[config.mk]
export PLATFORM = sky130hd
export DESIGN_NAME = z80_bus_responder_flat
export DESIGN_NICKNAME = d
export VERILOG_FILES = /design/src/rtl/z80_bus_responder_if.sv /design/src/rtl/z80_bus_responder.sv /design/src/flat_wrapper.sv
export SDC_FILE = /design/constraint.sdc
export NUM_CORES = 2
export LEC_CHECK = 0
export BUFFER_PORTS_ARGS = -buffer_cell sky130_fd_sc_hd__buf_2
export CAP_MARGIN = 10
export CORE_AREA = 2 2 456 458
export DETAILED_ROUTE_END_ITERATION = 8
export DIE_AREA = 0 0 458 460
export GPL_ROUTABILITY_DRIVEN = 0
export PLACE_DENSITY_LB_ADDON = 0.08
export SYNTH_ARGS = -nofsm -noshare
export SYNTH_HDL_FRONTEND = slang
export SYNTH_SLANG_ARGS = --single-unit
[constraint.sdc]
create_clock -name clk -period 9.2 [get_ports clk]
set_input_delay 2.3 -clock clk [delete_from_list [all_inputs] [get_ports clk]]
set_output_delay 2.3 -clock clk [all_outputs]
set_load 0.005 [all_outputs]
[src/rtl/z80_bus_responder_if.sv]
// CPU-side Z80 bus bundle for z80_bus_responder: address, write data and
// active-low strobes from the CPU; read data, wait and interrupt back to it.
interface z80_bus_responder_if;
    logic [15:0] addr;
    logic [7:0]  dout;
    logic        mreq_n;
    logic        iorq_n;
    logic        rd_n;
    logic        wr_n;
    logic        m1_n;
    logic [7:0]  di;
    logic        wait_n;
    logic        int_n;

    modport master (
        output addr, dout, mreq_n, iorq_n, rd_n, wr_n, m1_n,
        input  di, wait_n, int_n
    );

    modport slave (
        input  addr, dout, mreq_n, iorq_n, rd_n, wr_n, m1_n,
        output di, wait_n, int_n
    );
endinterface

[src/rtl/z80_bus_responder.sv]
// Z80 bus slave: internal RAM, one I/O port and IM2 interrupt acknowledge.
// Define Z80_RESP_WAIT_EN to insert WAIT_CYCLES wait states per access.
//
// state  | meaning
// IDLE   | bus idle, waiting for a strobe
// WAIT   | wait_n held low, counting wait states
// ACCESS | perform latched transaction
// HOLD   | keep di until all strobes released
module z80_bus_responder #(
    parameter int         MEM_AW      = 8,
    parameter int         WAIT_CYCLES = 2,
    parameter logic [7:0] IO_PORT     = 8'h10,
    parameter logic [7:0] IM2_VECTOR  = 8'hFE
) (
    input  logic                clk,
    input  logic                reset,
    z80_bus_responder_if.slave  bus,
    input  logic                irq_req,
    input  logic [7:0]          io_in,
    output logic [7:0]          io_out,
    output logic                err
);

    typedef enum logic [1:0] {S_IDLE, S_WAIT, S_ACCESS, S_HOLD} state_t;
    typedef enum logic [2:0] {TR_MEM_RD, TR_MEM_WR, TR_IO_RD, TR_IO_WR, TR_INTACK} trans_t;

    logic [7:0] mem [0:(1<<MEM_AW)-1];

    state_t            state_q, state_d;
    trans_t            trans_q, trans_d;
    logic [MEM_AW-1:0] maddr_q, maddr_d;
    logic [7:0]        port_q, port_d;
    logic [7:0]        wdata_q, wdata_d;
    logic [7:0]        di_q, di_d;
    logic [7:0]        io_out_q, io_out_d;
    logic              err_q, err_d;
    logic              pending_q, pending_d;
    logic              int_n_q, int_n_d;
    logic              mem_we, int_release;
`ifdef Z80_RESP_WAIT_EN
    logic              wait_n_q, wait_n_d;
    logic [3:0]        cnt_q, cnt_d;
`endif

    logic mreq, iorq, rd, wr, intack, req_any, req_err, bus_idle;

    assign mreq     = ~bus.mreq_n;
    assign iorq     = ~bus.iorq_n;
    assign rd       = ~bus.rd_n;
    assign wr       = ~bus.wr_n;
    assign intack   = ~bus.m1_n & iorq;
    assign req_any  = ((mreq | iorq) & (rd | wr)) | intack;
    assign req_err  = (mreq & iorq & bus.m1_n) | (rd & wr);
    assign bus_idle = bus.mreq_n & bus.iorq_n & bus.rd_n & bus.wr_n;

    always_comb begin
        state_d     = state_q;
        trans_d     = trans_q;
        maddr_d     = maddr_q;
        port_d      = port_q;
        wdata_d     = wdata_q;
        di_d        = di_q;
        io_out_d    = io_out_q;
        err_d       = err_q;
        pending_d   = pending_q | irq_req;
        mem_we      = 1'b0;
        int_release = 1'b0;
`ifdef Z80_RESP_WAIT_EN
        wait_n_d    = wait_n_q;
        cnt_d       = cnt_q;
`endif
        case (state_q)
            S_IDLE: begin
                if (req_any && req_err) begin
                    err_d   = 1'b1;
                    state_d = S_HOLD;
                end else if (req_any) begin
                    maddr_d = bus.addr[MEM_AW-1:0];
                    port_d  = bus.addr[7:0];
                    wdata_d = bus.dout;
                    if (intack)    trans_d = TR_INTACK;
                    else if (mreq) trans_d = rd ? TR_MEM_RD : TR_MEM_WR;
                    else           trans_d = rd ? TR_IO_RD : TR_IO_WR;
`ifdef Z80_RESP_WAIT_EN
                    state_d  = S_WAIT;
                    wait_n_d = 1'b0;
                    cnt_d    = 4'(WAIT_CYCLES - 1);
`else
                    state_d  = S_ACCESS;
`endif
                end
            end
`ifdef Z80_RESP_WAIT_EN
            S_WAIT: begin
                cnt_d = cnt_q - 4'd1;
                if (cnt_q == 4'd0) begin
                    cnt_d    = 4'd0;
                    state_d  = S_ACCESS;
                    wait_n_d = 1'b1;
                end
            end
`endif
            S_ACCESS: begin
                state_d = S_HOLD;
                case (trans_q)
                    TR_MEM_RD: di_d = mem[maddr_q];
                    TR_MEM_WR: mem_we = 1'b1;
                    TR_IO_RD:  di_d = (port_q == IO_PORT) ? io_in : 8'hFF;
                    TR_IO_WR:  if (port_q == IO_PORT) io_out_d = wdata_q;
                    TR_INTACK: begin
                        di_d        = IM2_VECTOR;
                        pending_d   = irq_req;
                        int_release = 1'b1;
                    end
                    default: ;
                endcase
            end
            S_HOLD: begin
                if (bus_idle) begin
                    state_d = S_IDLE;
                    di_d    = 8'hFF;
                end
            end
            default: state_d = S_HOLD;
        endcase
        // acknowledge releases int_n for one cycle even if a new request arrives
        int_n_d = int_release ? 1'b1 : ~pending_d;
    end

    always_ff @(posedge clk) begin
        if (reset) begin
            state_q   <= S_HOLD;
            trans_q   <= TR_MEM_RD;
            maddr_q   <= '0;
            port_q    <= 8'h00;
            wdata_q   <= 8'h00;
            di_q      <= 8'hFF;
            io_out_q  <= 8'h00;
            err_q     <= 1'b0;
            pending_q <= 1'b0;
            int_n_q   <= 1'b1;
`ifdef Z80_RESP_WAIT_EN
            wait_n_q  <= 1'b1;
            cnt_q     <= 4'd0;
`endif
        end else begin
            state_q   <= state_d;
            trans_q   <= trans_d;
            maddr_q   <= maddr_d;
            port_q    <= port_d;
            wdata_q   <= wdata_d;
            di_q      <= di_d;
            io_out_q  <= io_out_d;
            err_q     <= err_d;
            pending_q <= pending_d;
            int_n_q   <= int_n_d;
`ifdef Z80_RESP_WAIT_EN
            wait_n_q  <= wait_n_d;
            cnt_q     <= cnt_d;
`endif
        end
    end

    // RAM survives reset; a reset landing on ACCESS cancels the write
    always_ff @(posedge clk) begin
        if (mem_we && !reset) mem[maddr_q] <= wdata_q;
    end

    assign bus.di    = di_q;
    assign bus.int_n = int_n_q;
`ifdef Z80_RESP_WAIT_EN
    assign bus.wait_n = wait_n_q;
`else
    assign bus.wait_n = 1'b1;
`endif
    assign io_out = io_out_q;
    assign err    = err_q;

endmodule

[src/flat_wrapper.sv]
// flat-port wrapper written by rule: the top's interface ports become plain ports
module z80_bus_responder_flat 
#(
    parameter int         MEM_AW      = 8,
    parameter int         WAIT_CYCLES = 2,
    parameter logic [7:0] IO_PORT     = 8'h10,
    parameter logic [7:0] IM2_VECTOR  = 8'hFE
)
  (clk, reset, irq_req, io_in, io_out, err, bus_addr, bus_dout, bus_mreq_n, bus_iorq_n, bus_rd_n, bus_wr_n, bus_m1_n, bus_di, bus_wait_n, bus_int_n);
  z80_bus_responder_if bus_i ();
  input  logic clk;
  input  logic reset;
  input  logic irq_req;
  input  logic [7:0] io_in;
  output logic [7:0] io_out;
  output logic err;
  input wire logic [$bits(bus_i.addr)-1:0] bus_addr;
  input wire logic [$bits(bus_i.dout)-1:0] bus_dout;
  input wire logic [$bits(bus_i.mreq_n)-1:0] bus_mreq_n;
  input wire logic [$bits(bus_i.iorq_n)-1:0] bus_iorq_n;
  input wire logic [$bits(bus_i.rd_n)-1:0] bus_rd_n;
  input wire logic [$bits(bus_i.wr_n)-1:0] bus_wr_n;
  input wire logic [$bits(bus_i.m1_n)-1:0] bus_m1_n;
  output wire logic [$bits(bus_i.di)-1:0] bus_di;
  output wire logic [$bits(bus_i.wait_n)-1:0] bus_wait_n;
  output wire logic [$bits(bus_i.int_n)-1:0] bus_int_n;
  assign bus_i.addr = bus_addr;
  assign bus_i.dout = bus_dout;
  assign bus_i.mreq_n = bus_mreq_n;
  assign bus_i.iorq_n = bus_iorq_n;
  assign bus_i.rd_n = bus_rd_n;
  assign bus_i.wr_n = bus_wr_n;
  assign bus_i.m1_n = bus_m1_n;
  assign bus_di = bus_i.di;
  assign bus_wait_n = bus_i.wait_n;
  assign bus_int_n = bus_i.int_n;
  z80_bus_responder #(.MEM_AW(MEM_AW), .WAIT_CYCLES(WAIT_CYCLES), .IO_PORT(IO_PORT), .IM2_VECTOR(IM2_VECTOR)) u_core (.clk(clk), .reset(reset), .bus(bus_i), .irq_req(irq_req), .io_in(io_in), .io_out(io_out), .err(err));
endmodule
==> summary.md <==
| Metric | Value |
|---|---|
| Global-route wire length before repair | 336,000 microns |
| Comb pwr share | 0.1% |
| Hold endpoint | u_core.err$_SDFFE_PP0P_ |
| Slew @ Worst Pin | 1.32 ns |
| Core area | 0.206 sq mm |
| H-tree depth | 4 |
| Hold Crit Class | reg2reg |
| Largest net degree at the start of global routing | 92 |
| MaxCap Viol Count | 0 |
| Multiplexer share of the synthesized area | 14.6% |
| Adder-cell share of the synthesized area | 0% |
| Mean Syn Cell Area | 19.7 sq um |
| Vias per cell | 5.82 |
| Clk slew on worst S/H paths | 0.06 ns |
| Root Buffer | clkbuf_16 |
| Pwr per Cell Area | 208 mW/mm^2 |
| Via Count | 41,700 |
| WHS Path Cells | 2 |
| Area grow syn2layout | 12.3% |
| Share of cells above drive strength 1 | 19.5% |
| Worst-path fanout max | 34 |
| Worst Path Arrival | 6.88 ns |
| P_sw | 3.71 mW |
| Post-Syn Area | 0.0821 sq mm |
| Vias in the first global route | 42,000 |
| Synth Area in XOR/XNOR | 0% |
| Clock Tree Buf Depth | 3 |
| Clk pwr share | 46.0% |
| HP Start | u_core.err$_SDFFE_PP0P_ |
| Final Hold Viols | 0 |
| Hold Buf Count CTS | 0 |
| Post-synthesis cell type count | 68 |
| Synth Flop Type | edfxtp_1 |
| Clock skew | 0.0428 ns |
| Post-synthesis async set-or-reset flop share | 0% |
| Post-synth EDFFs | 2,048 |
| Post-synthesis compound-gate area fraction | 3.90% |
| Internal Power | 15.4 mW |
| Most frequent cells in the layout | edfxtp_1, mux4_2, mux2i_1 |
| TritonCTS sink count | 2,096 |
| Switch share | 19.4% |
| Mapped Cells | 4,176 |
| DIE AREA | 0.211 sq mm |
| Leak Pwr | 32.4 nW |
| Placed cells | 6,767 |
| Fin Setup TNS | 0 ns |
| Starting Density | 39.8% |
| CP startpoint kind | primary input |
| Yosys warnings | 0 |
| FILL cells | 17,700 |
| # setup viols final | 0 |
| Crit Path Class | in2reg |
| CTS tree | built |
| Seq/Total Area, Yosys | 76.1% |
| Post-synthesis net count | 4,216 |
| R2R Path Start | u_core.trans_q[0]$_SDFFE_PP0P_ |
| Final WL | 243,000 microns |
| Largest family of logic cells by synthesized area | multiplexers |
| Total grt overflow | 0 |
| Peak Freq | 156 MHz |
| Share of synthesized cell area in and, or, nand and nor gates | 3.27% |
| Unrepaired setup endpoints after global routing | false |
| Clk Latency, worst-skew pair | 0.87 ns |
| Post-route DRC violation count | 0 |
| # port buffers | 49 |
| Commonest non-fill, non-tap cell in the layout | edfxtp_1 |
| Clock period minus worst slack | 6.40 ns |
| Maximum vdd drop | 0.200 mV |
| Row cnt | 167 |
| Status | finished, final reports clean |
| Post-cts gate resize count | 0 |
| WP data required | 9.68 ns |
| Die Y | 460 microns |
| Total CTS buffers | 222 |
| ANT nets after route | 0 |
| Crit. End Element | flop |
| Final Cycle Share | 69.5% |
| Fin nets | 4,327 |
| Relative slew margins | 11.5% |
| Ports | 59 |
| Final Non-Filler Cells | 7,176 |
| Slew Viols, Final | 0 |
| Setup repair bufs after CTS | 0 |
| Die Width | 458 microns |
| Tot GR Track Use | 22.9% |
| R2R Path End | u_core.mem[179][5]$_DFFE_PP_ |
| Initial antenna violation count | 15 |
| Flop pwr share | 53.8% |
| HPWL Detailed | 144,000 microns |
| FF-to-FF setup slack | 4.04 ns |
| Register bit total from synthesis | 2,096 |
| Avg WL per Cell | 33.9 microns |
| Detailed-router iteration count before antenna repair | 6 |
| R2R cell count | 6 |
| Iter 0 DRT Violations | 4,561 |
registers in the layout, summed over array words and instances (netlist names), named ones only:
signal and cells:
u_core.bus.di 8, u_core.bus.int_n 1, u_core.err 1, u_core.io_out 8, u_core.maddr_q 8, u_core.mem 2048, u_core.pending_q 1, u_core.state_q 2
u_core.trans_q 3, u_core.wdata_q 8
synthesized netlist by cell type, drive strengths merged, types with 5 or more instances:
master	n	area, sq um
nand2b	11	68.8
or3	7	43.8
a221oi	8	70.1
nand2	102	383
a21oi	103	515
clkbuf	109	418
or4	6	45.0
nor4	10	62.6
edfxtp	2048	61500
dfxtp	48	961
a2111oi	10	93.8
nor3	45	225
mux4	373	8430
or2	5	31.3
a22oi	13	97.6
a211o	7	61.3
inv	7	26.3
o211ai	9	67.6
nor2	337	1260
nor2b	17	106
a31oi	19	119
a211oi	8	60.1
nand4	6	37.5
o22ai	90	563
nand3	31	155
o21ai	73	365
mux2	7	78.8
and2	14	87.6
buf	145	1270
mux2i	350	3500
o221ai	112	981
critical path, cell delays in order:
cell     delay [ns]
buf_2          0.30
nor4_1         1.04
nand2_1        0.22
nor2_1         1.04
nand3_1        0.98
nor2_1         0.98
worst max-delay path by stage:
stage | from | endpoint | slack, ns | cells past startpoint
2_1_floorplan | reset | u_core.mem[63][0]$_DFFE_PP_ | 4.77 | 6
3_3_place_gp | reset | u_core.mem[183][4]$_DFFE_PP_ | 2.08 | 6
3_5_place_dp | reset | u_core.mem[183][4]$_DFFE_PP_ | 2.03 | 6
4_1_cts | reset | u_core.mem[184][1]$_DFFE_PP_ | 2.93 | 6
5_1_grt | reset | u_core.mem[187][3]$_DFFE_PP_ | 2.79 | 6
6_report | reset | u_core.mem[179][5]$_DFFE_PP_ | 2.80 | 6
power by group through the flow:
stage                     registers (mW)  clock network [mW]  logic, mW
after global routing                10.3                9.35     0.0294
final                               10.3                8.82     0.0279
after CTS                           10.3                8.98     0.0280
after floorplan                     10.5                   0     0.0107
after global placement              10.5                   0     0.0280
after detailed placement            10.5                   0     0.0280
cells by family after synthesis:
| logic type | after synthesis |
|---|---|
| buffers and inverters | 262 |
| DFF | 2096 |
| and+or+nand+nor | 611 |
| other | 1 |
| AOI/OAI and AO/OA | 476 |
| muxes | 730 |
stage by stage:
stage	hold WS [ns]	worst slack [ns]	instance area (sq um)	total power, mW	util (%)
floorplan	0.442	4.77	82100	10.5	-
global placement	0.444	2.08	85100	10.5	41.3
detailed placement	0.443	2.03	85100	10.5	41.3
CTS	0.453	2.93	92200	19.3	44.7
global route	0.492	2.79	92200	19.7	44.7
finish	0.457	2.80	92200	19.2	44.7
layer usage:
layer,wire length [microns],up-vias,global-route usage (%)
met3,14600,305,3.73
met2,114000,1396,35.9
met1,109000,22600,33.3
met4,6430,2,6.30
met5,14,-,0
li1,-,17500,-
layout make-up:
type                    instances  area [sq um]  area share (%)
flip-flops and latches       2096         62500            67.8
multi-input cells            1818         18000            19.6
clock buffers                 286          6050            6.56
well taps                    2704          3380            3.67
repair buffers                142          1110            1.20
clock inverters               118          1060            1.15
inverters                       7          32.5          0.0353
diodes                          5          12.5          0.0136
No activity file was read; power rests on OpenSTA's default activity.
